**src/rtl/cic_interp_filter_if.sv**
```systemverilog
// Sample-stream bundle of the CIC interpolator: low-rate samples in, bursts of
// interpolated samples out, plus the rate code and the sticky overrun flag.
interface cic_interp_filter_if #(
    parameter int InDataWidth  = 14,
    parameter int OutDataWidth = 28
);
    logic [2:0]              InterpFactor_i;
    logic [InDataWidth-1:0]  Data_i;
    logic                    DataNd_i;
    logic                    Ready_o;
    logic [OutDataWidth-1:0] Data_o;
    logic                    DataValid_o;
    logic                    OvrErr_o;

    modport master (
        output InterpFactor_i, Data_i, DataNd_i,
        input  Ready_o, Data_o, DataValid_o, OvrErr_o
    );

    modport slave (
        input  InterpFactor_i, Data_i, DataNd_i,
        output Ready_o, Data_o, DataValid_o, OvrErr_o
    );
endinterface

```
**src/rtl/cic_interp_filter.sv**
```systemverilog
// N-stage CIC interpolator: comb chain at the input rate, zero-stuffing burst
// upsampler (x R), then an integrator chain running at the clock rate.
module cic_interp_filter #(
    parameter int N              = 2,
    parameter int M              = 1,
    parameter int InDataWidth    = 14,
    parameter int OutDataWidth   = 28,
    parameter int InterpCntWidth = 7
) (
    input logic Clk_i,
    input logic Rst_i,
    cic_interp_filter_if.slave bus
);
    typedef logic signed [OutDataWidth-1:0] sampleT;
    typedef enum logic {IDLE, BURST} stateE;

    stateE                     state, stateNxt;
    logic [InterpCntWidth-1:0] cnt, cntNxt, lastCnt, lastCntNxt;
    logic [2:0]                codeSat;

    sampleT       combIn  [N];
    sampleT       combOut [N];
    sampleT       combDly [N][M];
    logic [N-1:0] combStb;
    logic [N-1:0] combVld;

    sampleT       usData;
    logic         usValid;
    sampleT       intIn  [N];
    sampleT       intAcc [N];
    logic [N-1:0] intInVld;
    logic [N-1:0] intVld;

    logic ready;
    logic accept;
    logic ovrErr;

    assign ready  = (state == IDLE) && (combVld == '0);
    assign accept = bus.DataNd_i && ready;

    always_comb begin
        combIn[0]  = sampleT'(signed'(bus.Data_i));
        combStb[0] = accept;
        for (int k = 1; k < N; k++) begin
            combIn[k]  = combOut[k-1];
            combStb[k] = combVld[k-1];
        end
    end

    // NOTE: <= throughout so every stage samples its neighbour's pre-edge value.
    always_ff @(posedge Clk_i or negedge Rst_i) begin
        if (!Rst_i) begin
            combVld <= '0;
            // NOTE: delay taps are plain registers and are cleared, else a stale
            // tap injects a spurious step into the first burst after reset.
            for (int k = 0; k < N; k++) begin
                combOut[k] <= '0;
                for (int j = 0; j < M; j++) combDly[k][j] <= '0;
            end
        end else begin
            for (int k = 0; k < N; k++) begin
                combVld[k] <= combStb[k];
                if (combStb[k]) begin
                    combOut[k]    <= combIn[k] - combDly[k][M-1];
                    combDly[k][0] <= combIn[k];
                    for (int j = 1; j < M; j++) combDly[k][j] <= combDly[k][j-1];
                end
            end
        end
    end

    // Codes above 6 saturate at R = 128.
    assign codeSat = (bus.InterpFactor_i == 3'd7) ? 3'd6 : bus.InterpFactor_i;

    always_ff @(posedge Clk_i or negedge Rst_i) begin
        if (!Rst_i) begin
            state   <= IDLE;
            cnt     <= '0;
            lastCnt <= '0;
        end else begin
            state   <= stateNxt;
            cnt     <= cntNxt;
            lastCnt <= lastCntNxt;
        end
    end

    always_comb begin
        // NOTE: defaults first, so no branch leaves a target unassigned (no latch).
        stateNxt   = state;
        cntNxt     = cnt;
        lastCntNxt = lastCnt;
        unique case (state)
            IDLE: begin
                if (combVld[N-1]) begin
                    stateNxt   = BURST;
                    cntNxt     = '0;
                    lastCntNxt = InterpCntWidth'((32'd1 << (32'(codeSat) + 32'd1)) - 32'd1);
                end
            end
            BURST: begin
                if (cnt == lastCnt) stateNxt = IDLE;
                else                cntNxt   = cnt + 1'b1;
            end
            default: stateNxt = IDLE;
        endcase
    end

    // The comb output is frozen for the whole burst because Ready_o is low.
    assign usValid = (state == BURST);
    assign usData  = (cnt == '0) ? combOut[N-1] : '0;

    always_comb begin
        intIn[0]    = usData;
        intInVld[0] = usValid;
        for (int k = 1; k < N; k++) begin
            intIn[k]    = intAcc[k-1];
            intInVld[k] = intVld[k-1];
        end
    end

    always_ff @(posedge Clk_i or negedge Rst_i) begin
        if (!Rst_i) begin
            intVld <= '0;
            for (int k = 0; k < N; k++) intAcc[k] <= '0;
        end else begin
            for (int k = 0; k < N; k++) begin
                intVld[k] <= intInVld[k];
                if (intInVld[k]) intAcc[k] <= intAcc[k] + intIn[k];
            end
        end
    end

    always_ff @(posedge Clk_i or negedge Rst_i) begin
        if (!Rst_i)                          ovrErr <= 1'b0;
        else if (bus.DataNd_i && !ready)     ovrErr <= 1'b1;
    end

    assign bus.Ready_o     = ready;
    assign bus.Data_o      = intAcc[N-1];
    assign bus.DataValid_o = intVld[N-1];
    assign bus.OvrErr_o    = ovrErr;
endmodule

```
**src/flat_wrapper.sv**
```systemverilog
// flat-port wrapper written by rule: the top's interface ports become plain ports
module cic_interp_filter_flat 
#(
    parameter int N              = 2,
    parameter int M              = 1,
    parameter int InDataWidth    = 14,
    parameter int OutDataWidth   = 28,
    parameter int InterpCntWidth = 7
)
  (Clk_i, Rst_i, bus_InterpFactor_i, bus_Data_i, bus_DataNd_i, bus_Ready_o, bus_Data_o, bus_DataValid_o, bus_OvrErr_o);
  cic_interp_filter_if #(.InDataWidth(InDataWidth), .OutDataWidth(OutDataWidth)) bus_i ();
  input logic Clk_i;
  input logic Rst_i;
  input wire logic [$bits(bus_i.InterpFactor_i)-1:0] bus_InterpFactor_i;
  input wire logic [$bits(bus_i.Data_i)-1:0] bus_Data_i;
  input wire logic [$bits(bus_i.DataNd_i)-1:0] bus_DataNd_i;
  output wire logic [$bits(bus_i.Ready_o)-1:0] bus_Ready_o;
  output wire logic [$bits(bus_i.Data_o)-1:0] bus_Data_o;
  output wire logic [$bits(bus_i.DataValid_o)-1:0] bus_DataValid_o;
  output wire logic [$bits(bus_i.OvrErr_o)-1:0] bus_OvrErr_o;
  assign bus_i.InterpFactor_i = bus_InterpFactor_i;
  assign bus_i.Data_i = bus_Data_i;
  assign bus_i.DataNd_i = bus_DataNd_i;
  assign bus_Ready_o = bus_i.Ready_o;
  assign bus_Data_o = bus_i.Data_o;
  assign bus_DataValid_o = bus_i.DataValid_o;
  assign bus_OvrErr_o = bus_i.OvrErr_o;
  cic_interp_filter #(.N(N), .M(M), .InDataWidth(InDataWidth), .OutDataWidth(OutDataWidth), .InterpCntWidth(InterpCntWidth)) u_core (.Clk_i(Clk_i), .Rst_i(Rst_i), .bus(bus_i));
endmodule
```
**config.mk**
```make
export PLATFORM = sky130hd
export DESIGN_NAME = cic_interp_filter_flat
export DESIGN_NICKNAME = d
export VERILOG_FILES = /design/src/rtl/cic_interp_filter_if.sv /design/src/rtl/cic_interp_filter.sv /design/src/flat_wrapper.sv
export SDC_FILE = /design/constraint.sdc
export NUM_CORES = 1
export LEC_CHECK = 0
export CORE_MARGIN = 1.5
export CORE_UTILIZATION = 55
export CTS_CLUSTER_SIZE = 24
export DETAILED_ROUTE_END_ITERATION = 10
export DONT_BUFFER_PORTS = 1
export PLACE_DENSITY = 0.73
export SYNTH_ARGS = -nofsm -noshare
export SYNTH_HDL_FRONTEND = slang
export SYNTH_SLANG_ARGS = --single-unit
```
**constraint.sdc**
```tcl
create_clock -name Clk_i -period 8.8 [get_ports Clk_i]
set_clock_uncertainty 0.2 [all_clocks]
set_input_delay 2.2 -clock Clk_i [delete_from_list [all_inputs] [get_ports Clk_i]]
set_output_delay 2.2 -clock Clk_i [all_outputs]
set_load 0.02 [all_outputs]
```
# Word-level counts from Yosys, hierarchy flattened
# Index checks and enable logic that the tools add are counted.
# word_totals
reg_bits,174
in_bits,20
out_inout_bits,31
# classes
add_sub_neg,7
n_eq_ne,4
shift,1
muxes,8
bitwise,1
reduce_logical,8
# ops
cell,n
$add A28 B28 Y28,2
$shl A1 B32 Y7 const A,1
$mux W28,1
$sub A28 B28 Y28,1
$sub A14 B14 Y15,1
$mux W7,2
$pmux W7 S2,1
$add A7 B1 Y7 const B,1
$eq A7 B7 Y1,1
$logic_not A7 Y1,1
$sub A7 B1 Y7 const B,1
$add A3 B1 Y4 const B,1
$reduce_and A2 Y1,2
$eq A3 B3 Y1 const B,1
$logic_and A1 B1 Y1,3
$mux W3,1
$logic_not A2 Y1,1
$mux W1,2
$ne A2 B1 Y1 const B,1
$ne A2 B2 Y1 const B,1
$pmux W1 S2,1
$logic_not A1 Y1,1
$not A1 Y1,1

# Depth between registers and ports, before layout
# Gate-level depths: netlist of run 1.
# depth
ltp_word,5
ltp_mapped,18
mapped_depth_nobuf,16

# Worst setup path after synthesis of run 1
# OpenSTA, ideal clock, no wires.
# synth_path
path_type,input -> register
startpoint,in bus_Data_i[0]
endpoint,reg u_core.combOut (netlist bit u_core.combIn[12])
setup_ns,0.095
arrival_ns,4.122
required_ns,8.505
setup_slack_ns,4.383
stages,12
n_path_buf,0
path_cell_list,inv_1 > ha_1 > fa_1 > nor2b_1 > o21ai_1 > a21boi_1 > o21ai_1 > a21oi_1 > a41o_1 > o21ai_0 > and3_1 > o31ai_1
# synth_between
elab_chain_len,1
# synth_rtl
item,line,source
from (decl),flat_wrapper.sv:15,input wire logic [$bits(bus_i.Data_i)-1:0] bus_Data_i;
$sub A14 B14 Y15,cic_interp_filter.sv:64,combOut[k] <= combIn[k] - combDly[k][M-1];
"to (signal, indexed assignment)",cic_interp_filter.sv:64,
to (decl),cic_interp_filter.sv:22,sampleT combOut [N];
# Every way passes these cells.
# A chain may end at the register's enable or synchronous reset.

# Worst setup path in the final report of run 1
# layout_path
startpoint,reg u_core.cnt[0]
endpoint,reg u_core.intAcc[54] (netlist bit)
# layout_between
elab_chain_len,3
# layout_rtl
item,line,source
from (decl),cic_interp_filter.sv:18,"logic [InterpCntWidth-1:0] cnt, cntNxt, lastCnt, lastCntNxt;"
from (signal assigned),cic_interp_filter.sv:82,cnt <= cntNxt;
$logic_not A7 Y1,cic_interp_filter.sv:110,assign usData = (cnt == '0) ? combOut[N-1] : '0;
$mux W28,cic_interp_filter.sv:110,
$add A28 B28 Y28,cic_interp_filter.sv:128,if (intInVld[k]) intAcc[k] <= intAcc[k] + intIn[k];
"to (signal, indexed assignment)",cic_interp_filter.sv:128,
to (decl),cic_interp_filter.sv:30,sampleT intAcc [N];
# Every way passes these cells.

==> metrics.json, run 1 <==
{
  "grt_antenna_before_repair": {"value": 0},
  "critical_path_arrival": {"value": 4.58, "unit": "ns"},
  "synth_enable_flop_cells": {"value": 0},
  "placement_rows": {"value": 49},
  "route.vias.total": {"value": 7246},
  "cts_repair_resize_count": {"value": 0},
  "max_slew.worst_pin.slew": {"value": 0.977, "unit": "ns"},
  "critical_path.max_stage_delay": {"value": 0.65, "unit": "ns"},
  "cts_hold_repair.buffers": {"value": 0},
  "post_drt_wl_per_cell": {"value": 13.9, "unit": "um"},
  "totalWireLength": {"value": 17.9, "unit": "mm"},
  "cp-start-kind": {"value": "flip-flop"},
  "run_status": {"value": "finished, final reports clean"},
  "area_growth_syn_to_layout": {"value": 6.66, "unit": "%"},
  "post_cts.repair.setup_buffers": {"value": 0},
  "worst_setup_path_end_kind": {"value": "flip-flop"},
  "critical_path_required": {"value": 8.93, "unit": "ns"},
  "timing.max_slew.rel_slack": {"value": 34.4, "unit": "%"},
  "synth_sequential_area_ratio": {"value": 37.2, "unit": "%"},
  "dp_hpwl": {"value": 13.0, "unit": "mm"},
  "cts_clock_pin_slew_for_the_worst_setup_and_hold_paths": {"value": 0.06, "unit": "ns"},
  "post-synth-top-area-cell": {"value": "sky130_fd_sc_hd__dfrtp_1"},
  "post-route-period-util": {"value": 50.5, "unit": "%"},
  "global_route.usage.total": {"value": 20.1, "unit": "%"},
  "detail-route-antenna-nets": {"value": 0},
  "synth.distinct_cells": {"value": 76},
  "initial_core_utilization": {"value": 55.8, "unit": "%"},
  "slowest_stage": {"value": "sky130_fd_sc_hd__nor4_1"},
  "dp_cells": {"value": 1262},
  "synthArstFlopShare": {"value": 100, "unit": "%"},
  "tritoncts_num_sinks": {"value": 148},
  "critPathKind": {"value": "flip-flop to flip-flop"},
  "synth_top_flop_cell": {"value": "sky130_fd_sc_hd__dfrtp_1"},
  "critical_path.reg2reg.startpoint": {"value": "u_core.cnt[0]"},
  "worst_path_most_repeated_cell": {"value": "sky130_fd_sc_hd__o211ai_1"},
  "grt_first_pass_wirelength": {"value": 30.6, "unit": "mm"},
  "drtPass1Iterations": {"value": 4},
  "final.hold.worst_slack": {"value": 0.271, "unit": "ns"},
  "synth_top_cell_area_share": {"value": 37.2, "unit": "%"},
  "syn-cell-area": {"value": 0.00996, "unit": "mm^2"},
  "number_of_flip_flops_and_latches_in_the_synthesized_netlist": {"value": 148},
  "root_buffer": {"value": "sky130_fd_sc_hd__clkbuf_16"},
  "cts-root-to-sink-buffers": {"value": 2},
  "rsz0062_at_grt": {"value": "no"},
  "placeableCoreArea": {"value": 0.0178, "unit": "mm^2"},
  "chip_width": {"value": 138, "unit": "um"},
  "tritoncts.num_buffers": {"value": 17},
  "max_cap_violations": {"value": 0},
  "routabilityCongestion": {"value": 0.855},
  "layout.cells.non_filler": {"value": 1294},
  "mostFrequentLayoutCell": {"value": "sky130_fd_sc_hd__dfrtp_1"},
  "port_buffers": {"value": 0},
  "global_route.overflow_total": {"value": 0},
  "post_synth_main_area_contributors": {"value": "sky130_fd_sc_hd__dfrtp_1 37%, sky130_fd_sc_hd__ha_1 11%, sky130_fd_sc_hd__mux2_2 5.2%, sky130_fd_sc_hd__nand2_1 4.5%, sky130_fd_sc_hd__o21ai_0 3.4%"},
  "drtIter0Drc": {"value": 345},
  "drive_gt1_share": {"value": 9.86, "unit": "%"},
  "number_of_warnings_printed_during_yosys_synthesis": {"value": 0},
  "drc_errors": {"value": 0},
  "chipHeight": {"value": 138, "unit": "um"},
  "path_cells": {"value": "inv_1, ha_1, or4b_1, nor4_1, fa_1, a211o_1, o211ai_1, a21boi_1, o211ai_1, a2111oi_0, nor2_1, a211oi_1, nor3_1, o31ai_1"},
  "hold_viol": {"value": 0},
  "pin_count_of_the_biggest_net_entering_global_routing": {"value": 149},
  "synth.avg_cell_area": {"value": 9.16, "unit": "um^2"},
  "detailed_place.area": {"value": 0.00997, "unit": "mm^2"},
  "filler_cells": {"value": 1523},
  "grt_pass1_vias": {"value": 6641},
  "synth.net_count": {"value": 1197},
  "finalSetupTns": {"value": 0, "unit": "ns"},
  "holdCritPathClass": {"value": "flip-flop to flip-flop"},
  "fin_nets": {"value": 1162},
  "cts_tree": {"value": "done"},
  "design.die.area": {"value": 0.0189, "unit": "mm^2"},
  "worstSkewPairLatency": {"value": 0.42, "unit": "ns"},
  "fin_crit": {"value": 4.45, "unit": "ns"},
  "fmax": {"value": 225, "unit": "MHz"},
  "pin_count": {"value": 51},
  "mostFrequentLayoutCells": {"value": "148 x sky130_fd_sc_hd__dfrtp_1, 120 x sky130_fd_sc_hd__nand2_1, 86 x sky130_fd_sc_hd__ha_1"},
  "finalInstanceArea": {"value": 0.0106, "unit": "mm^2"},
  "post_drt_via_cell_ratio": {"value": 5.60},
  "antennaDiodeCount": {"value": 0},
  "count_of_pins_over_their_slew_limit": {"value": 0},
  "critical_path.startpoint": {"value": "u_core.cnt[0]"},
  "critPathMaxFanout": {"value": 8},
  "worstHoldStart": {"value": "u_core.combOut[4]"},
  "synthesis.instances": {"value": 1087},
  "cts-htree-levels": {"value": 4},
  "setup_violations": {"value": 0}
}
==> metrics by stage <==
step / utilization, % / setup slack [ns]
3_3_place_gp: 55.9 / 4.18
5_1_grt: 59.6 / 4.02
3_5_place_dp: 55.9 / 4.13
2_1_floorplan: - / 4.38
6_report: 59.6 / 4.35
4_1_cts: 59.6 / 4.24
==> layout make-up <==
type                       instances  area, um^2  area share (%)
inverter                          80         300            2.83
tap                              229         287            2.70
multi-input combinational        798        5620            52.9
timing repair buffer               7        52.6           0.495
sequential                       148        3700            34.9
clock inverter                    12         203            1.91
clock buffer                      20         457            4.30
==> cells in the mapped netlist (23+ instances only) <==
cell and instances:
sky130_fd_sc_hd__inv_1 80, sky130_fd_sc_hd__nor2_1 53, sky130_fd_sc_hd__nand2_1 120, sky130_fd_sc_hd__and2_1 25, sky130_fd_sc_hd__buf_4 28, sky130_fd_sc_hd__xnor2_1 37
sky130_fd_sc_hd__clkbuf_1 28, sky130_fd_sc_hd__ha_1 86, sky130_fd_sc_hd__o21ai_0 67, sky130_fd_sc_hd__a21oi_1 63, sky130_fd_sc_hd__o21ai_1 23, sky130_fd_sc_hd__dfrtp_1 148
sky130_fd_sc_hd__a21o_1 29, sky130_fd_sc_hd__xor2_1 25, sky130_fd_sc_hd__mux2_2 46, sky130_fd_sc_hd__nor3_1 25
==> flip-flops by register name, summed over array words and instances (netlist names) <==
signal               flops
u_core.bus.Data_o       28
u_core.bus.OvrErr_o      1
u_core.cnt               7
u_core.combDly          29
u_core.combIn           15
u_core.combOut          28
u_core.combVld           2
u_core.intAcc           28
u_core.intVld            2
u_core.lastCnt           7
u_core.state             1
==> layer usage <==
metal / vias to the layer above / part of all wire, % / GRT usage (%)
met5: - / 0 / 0
met4: 0 / 1.5 / 6.67
met3: 19 / 2.7 / 3.94
met2: 97 / 44 / 31.3
met1: 3370 / 52 / 28.0
li1: 3760 / - / -
==> path summary, 6_finish.rpt <==
path                                        endpoint  slack [ns]  cells past startpoint
worst min-delay path               u_core.combOut[4]        0.27                      1
worst max-delay path               u_core.intAcc[54]        4.35                     14
min in group asynchronous       u_core.bus.Data_o[3]        1.27                      0
worst min register to register     u_core.combOut[4]        0.27                      1
worst max register to register     u_core.intAcc[54]        4.35                     14
max in group asynchronous         u_core.combDly[26]        6.86                      0
==> cell families after synthesis <==
group | Yosys count | share of synthesized area [%]
buffers and inverters | 141 | 6.38
DFF | 148 | 37.2
xor gates and xnor gates | 62 | 5.45
AOI/OAI and AO/OA | 281 | 18.7
adders and majority gates | 90 | 11.6
muxes | 49 | 5.50
other | 1 | 0.0376
and+or+nand+nor | 315 | 15.1
==> worst max-delay path, delay by kind of cell, from the launching register on <==
family                     cells  cell delay, ns
AOI/OAI and AO/OA              7            1.65
and+or+nand+nor                4            1.48
adders and majority gates      2            0.50
DFF                            1            0.44
buffers and inverters          1            0.09
Power of run 1 is left out: the tool's default activity adds up to more than one toggle a clock period on the data nets, which glitch-free logic cannot reach.
==> run 2, diff against run 1 <==
Settings changed: PLACE_DENSITY 0.73 to 0.76.
Clock period 8.8 ns to 3.7 ns, I/O delays scaled along.
==> metrics.json, run 2 (synthesized netlist as in run 1, its figures left out) <==
{
  "critical_path_arrival": {"value": 3.99, "unit": "ns", "change": "-0.59 ns"},
  "finalSetupTns": {"value": -0.867, "unit": "ns", "change": "-0.867 ns"},
  "tritoncts_num_sinks": {"value": 148, "change": "unchanged"},
  "drtIter0Drc": {"value": 305, "change": "-12%"},
  "cts-root-to-sink-buffers": {"value": 2, "change": "unchanged"},
  "critical_path.reg2reg.endpoint": {"value": "u_core.intAcc[55]"},
  "cts_tree": {"value": "done"},
  "hold_viol": {"value": 0, "change": "unchanged"},
  "critPathKind": {"value": "flip-flop to flip-flop"},
  "chipHeight": {"value": 138, "unit": "um", "change": "unchanged"},
  "setup_violations": {"value": 9, "change": "+9"},
  "post-route-period-util": {"value": 105, "unit": "%", "change": "+54 points"},
  "area_growth_syn_to_layout": {"value": 13.5, "unit": "%"},
  "worst_setup_path_end_kind": {"value": "flip-flop"},
  "count_of_pins_over_their_slew_limit": {"value": 0, "change": "unchanged"},
  "grt_antenna_before_repair": {"value": 0, "change": "unchanged"},
  "detail-route-antenna-nets": {"value": 0, "change": "unchanged"},
  "totalWireLength": {"value": 19.9, "unit": "mm", "change": "+11%"},
  "route.vias.total": {"value": 7602, "change": "+4.9%"},
  "fin_ws": {"value": -0.177, "unit": "ns", "change": "-4.53 ns"},
  "worst_path_most_repeated_cell": {"value": "sky130_fd_sc_hd__a21o_1"},
  "global_route.overflow_total": {"value": 0, "change": "unchanged"},
  "global_route.usage.total": {"value": 22.0, "unit": "%", "change": "+1.9 points"},
  "rsz0062_at_grt": {"value": "yes"},
  "cp-start-kind": {"value": "flip-flop"},
  "drc_errors": {"value": 0, "change": "unchanged"},
  "worstSkewPairLatency": {"value": 0.43, "unit": "ns", "change": "about the same"},
  "antennaDiodeCount": {"value": 0, "change": "unchanged"},
  "routabilityCongestion": {"value": 0.904, "change": "+5.7%"},
  "fin_crit": {"value": 3.88, "unit": "ns", "change": "-0.570 ns"},
  "registers.top_by_ff_count": {"value": "u_core.combDly"},
  "max_cap_violations": {"value": 0, "change": "unchanged"},
  "dp_hpwl": {"value": 14.0, "unit": "mm", "change": "+7.8%"},
  "mostFrequentLayoutCells": {"value": "148 x sky130_fd_sc_hd__dfrtp_1, 120 x sky130_fd_sc_hd__nand2_1, 80 x sky130_fd_sc_hd__inv_1, 80 x sky130_fd_sc_hd__ha_1, 66 x sky130_fd_sc_hd__o21ai_0"},
  "slowest_stage": {"value": "sky130_fd_sc_hd__or4b_4"},
  "critical_path.reg2reg.startpoint": {"value": "u_core.cnt[0]"},
  "run_status": {"value": "finished, violations left"},
  "post_drt_wl_per_cell": {"value": 14.7, "unit": "um", "change": "+6.1%"},
  "ff_latch_area": {"value": 0.00370, "unit": "mm^2", "change": "unchanged"},
  "port_buffers": {"value": 0, "change": "unchanged"},
  "r2r.worst_path.cells": {"value": 17, "change": "+3"},
  "root_buffer": {"value": "sky130_fd_sc_hd__clkbuf_16"},
  "worstPathBufferInverterCount": {"value": 3, "change": "+2"},
  "drive_gt1_share": {"value": 16.8, "unit": "%", "change": "+6.9 points"},
  "post_drt_via_cell_ratio": {"value": 5.61, "change": "+0.19%"},
  "pin_count": {"value": 51, "change": "unchanged"},
  "cts_clock_pin_slew_for_the_worst_setup_and_hold_paths": {"value": 0.06, "unit": "ns", "change": "about the same"},
  "chip_width": {"value": 138, "unit": "um", "change": "unchanged"},
  "largest_register_ffs": {"value": 29, "change": "unchanged"},
  "final.hold.worst_slack": {"value": 0.160, "unit": "ns", "change": "-0.111 ns"},
  "pin_count_of_the_biggest_net_entering_global_routing": {"value": 149, "change": "unchanged"},
  "violations": {"value": "setup timing"},
  "drtPass1Iterations": {"value": 5, "change": "+1"},
  "placement_rows": {"value": 49, "change": "unchanged"},
  "grt_first_pass_wirelength": {"value": 33.5, "unit": "mm", "change": "+9.7%"},
  "fmax": {"value": 258, "unit": "MHz", "change": "+15%"},
  "design.die.area": {"value": 0.0189, "unit": "mm^2", "change": "unchanged"},
  "critical_path.max_stage_delay": {"value": 0.47, "unit": "ns", "change": "-0.18 ns"},
  "critical_path_required": {"value": 3.81, "unit": "ns", "change": "-5.12 ns"},
  "fin_nets": {"value": 1224, "change": "+5.3%"},
  "cts-htree-levels": {"value": 4, "change": "unchanged"},
  "max_slew.worst_pin.slew": {"value": 1.22, "unit": "ns", "change": "+0.240 ns"},
  "initial_core_utilization": {"value": 55.8, "unit": "%", "change": "unchanged"},
  "critPathMaxFanout": {"value": 11, "change": "+3"},
  "mostFrequentLayoutCell": {"value": "sky130_fd_sc_hd__dfrtp_1"},
  "timing.max_slew.rel_slack": {"value": 18.9, "unit": "%", "change": "-15 points"},
  "placeableCoreArea": {"value": 0.0178, "unit": "mm^2", "change": "unchanged"},
  "cpLargestDelayFamily": {"value": "simple AND/OR/NAND/NOR gates"},
  "tritoncts.num_buffers": {"value": 17, "change": "unchanged"},
  "combined_area_of_the_multi_input_logic_cells": {"value": 0.00584, "unit": "mm^2", "change": "+3.9%"},
  "cp_num_cells": {"value": 17, "change": "+3"},
  "grt_pass1_vias": {"value": 7393, "change": "+11%"},
  "holdCritPathClass": {"value": "primary input to asynchronous set/reset pin"},
  "filler_cells": {"value": 1445, "change": "-5.1%"},
  "setup.reg_to_reg.worst_slack": {"value": -0.18, "unit": "ns", "change": "-4.53 ns"},
  "path_cells": {"value": "inv_1, ha_1, or4b_4, nor3_4, buf_12, buf_6, and2_4, ha_4, a21o_1, a21o_1, a21o_1, or3_4, nor3_4, nor2_4, a2111oi_4, nor4_2, xor2_1"}
}
## run 2: repair_timing
action,CTS,global route
hold endpoints to repair,148,93
setup buffers,2,3
gates resized for setup,17,13
pin swaps,6,5
endpoints found under the setup margin,10,14
## run 2: final cells by class
type,instances,share of cell area (%)
Clock inverter,9,1.13
Inverter,80,2.66
Timing Repair Buffer,69,5.08
Multi-Input combinational cell,798,51.7
Tap cell,229,2.53
Clock buffer,22,4.19
Sequential cell,148,32.8
## run 2: stage by stage
| stage | instance area, um^2 | setup WS, ns | utilization [%] | std cells |
|---|---|---|---|---|
| after global routing | 11300 | -0.407 | 63.4 | 1355 |
| after detailed placement | 10400 | -0.285 | 58.5 | 1317 |
| final | 11300 | -0.177 | 63.4 | 1355 |
| after floorplan | 10000 | -0.136 | - | 1087 |
| after CTS | 11200 | -0.241 | 62.5 | 1350 |
| after global placement | 10400 | -0.170 | 58.5 | 1317 |
## run 2: per-layer routing
layer | wire (um) | global-route usage (%) | share of wire [%]
met5 | 0 | 0 | 0
met4 | 273 | 6.49 | 1.4
met3 | 752 | 4.56 | 3.8
met2 | 9310 | 36.5 | 47
met1 | 9590 | 29.0 | 48
## run 2: worst max path at each step
stage | to | start | slack [ns]
global route | u_core.intAcc[55] | u_core.cnt[0] | -0.41
floorplan | u_core.intAcc[52] | u_core.cnt[0] | -0.14
detailed placement | u_core.intAcc[52] | u_core.cnt[0] | -0.29
CTS | u_core.intAcc[55] | u_core.cnt[0] | -0.24
global placement | u_core.intAcc[52] | u_core.cnt[0] | -0.17
finish | u_core.intAcc[55] | u_core.cnt[0] | -0.18
Power of run 2 is left out for the same reason.
==> run 3, diff against run 2 <==
Settings changed: CAP_MARGIN set to 20.
==> metrics.json, run 3 (synthesized netlist as in run 1, its figures left out) <==
{
  "run_status": {"value": "finished, violations left"},
  "violations": {"value": "hold timing, setup timing"},
  "mostFrequentLayoutCell": {"value": "sky130_fd_sc_hd__dfrtp_1"},
  "critPathKind": {"value": "flip-flop to flip-flop"},
  "fin_ws": {"value": -0.292, "unit": "ns", "change": "-0.115 ns"},
  "post_drt_via_cell_ratio": {"value": 5.61, "change": "about the same"},
  "rsz0062_at_grt": {"value": "yes"},
  "critical_path_required": {"value": 3.80, "unit": "ns", "change": "about the same"},
  "detail-route-antenna-nets": {"value": 0, "change": "unchanged"},
  "post-route-period-util": {"value": 108, "unit": "%", "change": "+3.1 points"},
  "tritoncts_num_sinks": {"value": 148, "change": "unchanged"},
  "cts-root-to-sink-buffers": {"value": 2, "change": "unchanged"},
  "mostFrequentLayoutCells": {"value": "148 x sky130_fd_sc_hd__dfrtp_1, 119 x sky130_fd_sc_hd__nand2_1, 80 x sky130_fd_sc_hd__inv_1"},
  "design.die.area": {"value": 0.0189, "unit": "mm^2", "change": "unchanged"},
  "final.hold.worst_slack": {"value": -0.0190, "unit": "ns", "change": "-0.179 ns"},
  "critical_path_arrival": {"value": 4.09, "unit": "ns", "change": "+0.10 ns"},
  "worst_setup_path_end_kind": {"value": "flip-flop"},
  "critical_path.reg2reg.endpoint": {"value": "u_core.intAcc[55]"},
  "grt_first_pass_wirelength": {"value": 33.1, "unit": "mm", "change": "-1.2%"},
  "max_slew.worst_pin.slew": {"value": 0.919, "unit": "ns", "change": "-0.297 ns"},
  "chipHeight": {"value": 138, "unit": "um", "change": "unchanged"},
  "port_buffers": {"value": 0, "change": "unchanged"},
  "fin_crit": {"value": 3.99, "unit": "ns", "change": "+0.115 ns"},
  "layout.cells.non_filler": {"value": 1362, "change": "+0.52%"},
  "filler_cells": {"value": 1418, "change": "-1.9%"},
  "post_drt_wl_per_cell": {"value": 14.7, "unit": "um", "change": "-0.21%"},
  "critical_path.reg2reg.startpoint": {"value": "u_core.cnt[0]"},
  "hold_viol": {"value": 18, "change": "+18"},
  "registers.top_by_ff_count": {"value": "u_core.combDly"},
  "critPathMaxFanout": {"value": 6, "change": "-5"},
  "totalWireLength": {"value": 20.0, "unit": "mm", "change": "+0.30%"},
  "chip_width": {"value": 138, "unit": "um", "change": "unchanged"},
  "area_growth_syn_to_layout": {"value": 14.5, "unit": "%"},
  "cts_clock_pin_slew_for_the_worst_setup_and_hold_paths": {"value": 0.07, "unit": "ns", "change": "about the same"},
  "setup.reg_to_reg.worst_slack": {"value": -0.29, "unit": "ns", "change": "-0.12 ns"},
  "setup_violations": {"value": 10, "change": "+1"},
  "cp-start-kind": {"value": "flip-flop"},
  "holdCritPathClass": {"value": "primary input to asynchronous set/reset pin"},
  "route.vias.total": {"value": 7643, "change": "+0.54%"},
  "drtPass1Iterations": {"value": 5, "change": "unchanged"},
  "global_route.usage.total": {"value": 21.8, "unit": "%", "change": "-0.20 points"},
  "grt_pass1_vias": {"value": 7321, "change": "-0.97%"},
  "cts-htree-levels": {"value": 4, "change": "unchanged"},
  "dp_cells": {"value": 1318, "change": "+0.076%"},
  "drtIter0Drc": {"value": 284, "change": "-6.9%"},
  "root_buffer": {"value": "sky130_fd_sc_hd__clkbuf_16"},
  "dp_hpwl": {"value": 14.0, "unit": "mm", "change": "about the same"},
  "fin_nets": {"value": 1231, "change": "+0.57%"},
  "max_cap_violations": {"value": 0, "change": "unchanged"},
  "placeableCoreArea": {"value": 0.0178, "unit": "mm^2", "change": "unchanged"},
  "global_route.overflow_total": {"value": 0, "change": "unchanged"},
  "largest_register_ffs": {"value": 29, "change": "unchanged"},
  "cts_tree": {"value": "done"},
  "routabilityCongestion": {"value": 0.904, "change": "unchanged"},
  "r2r.worst_path.cells": {"value": 17, "change": "unchanged"},
  "drc_errors": {"value": 0, "change": "unchanged"},
  "antennaDiodeCount": {"value": 0, "change": "unchanged"},
  "pin_count": {"value": 51, "change": "unchanged"},
  "fmax": {"value": 251, "unit": "MHz", "change": "-2.9%"},
  "initial_core_utilization": {"value": 55.8, "unit": "%", "change": "unchanged"},
  "timing.max_slew.rel_slack": {"value": 38.4, "unit": "%", "change": "+19 points"},
  "placement_rows": {"value": 49, "change": "unchanged"},
  "drive_gt1_share": {"value": 18.5, "unit": "%", "change": "+1.7 points"},
  "grt_antenna_before_repair": {"value": 0, "change": "unchanged"},
  "tritoncts.num_buffers": {"value": 17, "change": "unchanged"},
  "count_of_pins_over_their_slew_limit": {"value": 0, "change": "unchanged"},
  "pin_count_of_the_biggest_net_entering_global_routing": {"value": 149, "change": "unchanged"},
  "worstSkewPairLatency": {"value": 0.43, "unit": "ns", "change": "about the same"}
}
-- run 3: changes by cell type in the layout (fill, tap and decap cells not counted), sizes merged --
cell and change:
bufinv -1, clkinv +1, buf +6, clkbuf +2, clkinvlp -1
-- run 3: worst max-delay path by stage --
stage	slack, ns	cells after the start	start	end
4_1_cts	-0.26	17	u_core.cnt[0]	u_core.intAcc[55]
6_report	-0.29	17	u_core.cnt[0]	u_core.intAcc[55]
3_3_place_gp	-0.17	17	u_core.cnt[0]	u_core.intAcc[52]
2_1_floorplan	-0.14	18	u_core.cnt[0]	u_core.intAcc[52]
3_5_place_dp	-0.27	17	u_core.cnt[0]	u_core.intAcc[52]
5_1_grt	-0.51	18	u_core.cnt[0]	u_core.intAcc[54]
-- run 3: what timing repair did --
item                       4_1_cts  5_1_grt
hold endpoints to repair       148      148
gates resized for setup         13       33
pin swaps                        5       12
setup buffers                    3       10
setup endpoints to repair       10       14
cloned                           0        1
-- run 3: per-layer routing --
| metal | part of all wire (%) | up-vias | track usage, % |
|---|---|---|---|
| met5 | 0 | - | 0 |
| met4 | 1.6 | 0 | 7.02 |
| met3 | 3.5 | 29 | 4.05 |
| met2 | 47 | 147 | 37.2 |
| met1 | 48 | 3572 | 28.0 |
| li1 | - | 3895 | - |
-- run 3: cell type report --
cell class	instances	area, um^2	share of cell area (%)
multi-input combinational	798	5890	51.6
clock inverter	8	98.8	0.866
sequential	148	3700	32.5
clock buffer	23	498	4.36
inverter	80	300	2.63
tap	229	287	2.51
timing repair buffer	76	632	5.54
-- run 3: critical path, stage by stage (launching register included) --
cell and delay (ns):
sky130_fd_sc_hd__dfrtp_1 0.39, sky130_fd_sc_hd__inv_1 0.07, sky130_fd_sc_hd__ha_1 0.14, sky130_fd_sc_hd__or4b_4 0.48, sky130_fd_sc_hd__nor3_4 0.20, sky130_fd_sc_hd__buf_12 0.15
sky130_fd_sc_hd__buf_6 0.09, sky130_fd_sc_hd__and2_4 0.14, sky130_fd_sc_hd__ha_4 0.19, sky130_fd_sc_hd__a21o_1 0.19, sky130_fd_sc_hd__a21o_1 0.17, sky130_fd_sc_hd__a21o_1 0.18
sky130_fd_sc_hd__or3_4 0.34, sky130_fd_sc_hd__nor3_4 0.25, sky130_fd_sc_hd__nor2_4 0.10, sky130_fd_sc_hd__a2111oi_4 0.32, sky130_fd_sc_hd__nor4_2 0.09, sky130_fd_sc_hd__xor2_1 0.16
-- run 3: per-stage QoR --
stage | setup WS [ns] | util [%] | TNS [ns] | area (um^2)
after global placement | -0.170 | 58.5 | -0.854 | 10400
after detailed placement | -0.271 | 58.6 | -1.60 | 10500
final | -0.292 | 64.0 | -1.83 | 11400
after floorplan | -0.136 | - | -0.482 | 10000
after CTS | -0.256 | 62.5 | -1.34 | 11100
after global routing | -0.510 | 64.0 | -3.80 | 11400
Power of run 3 is left out for the same reason.
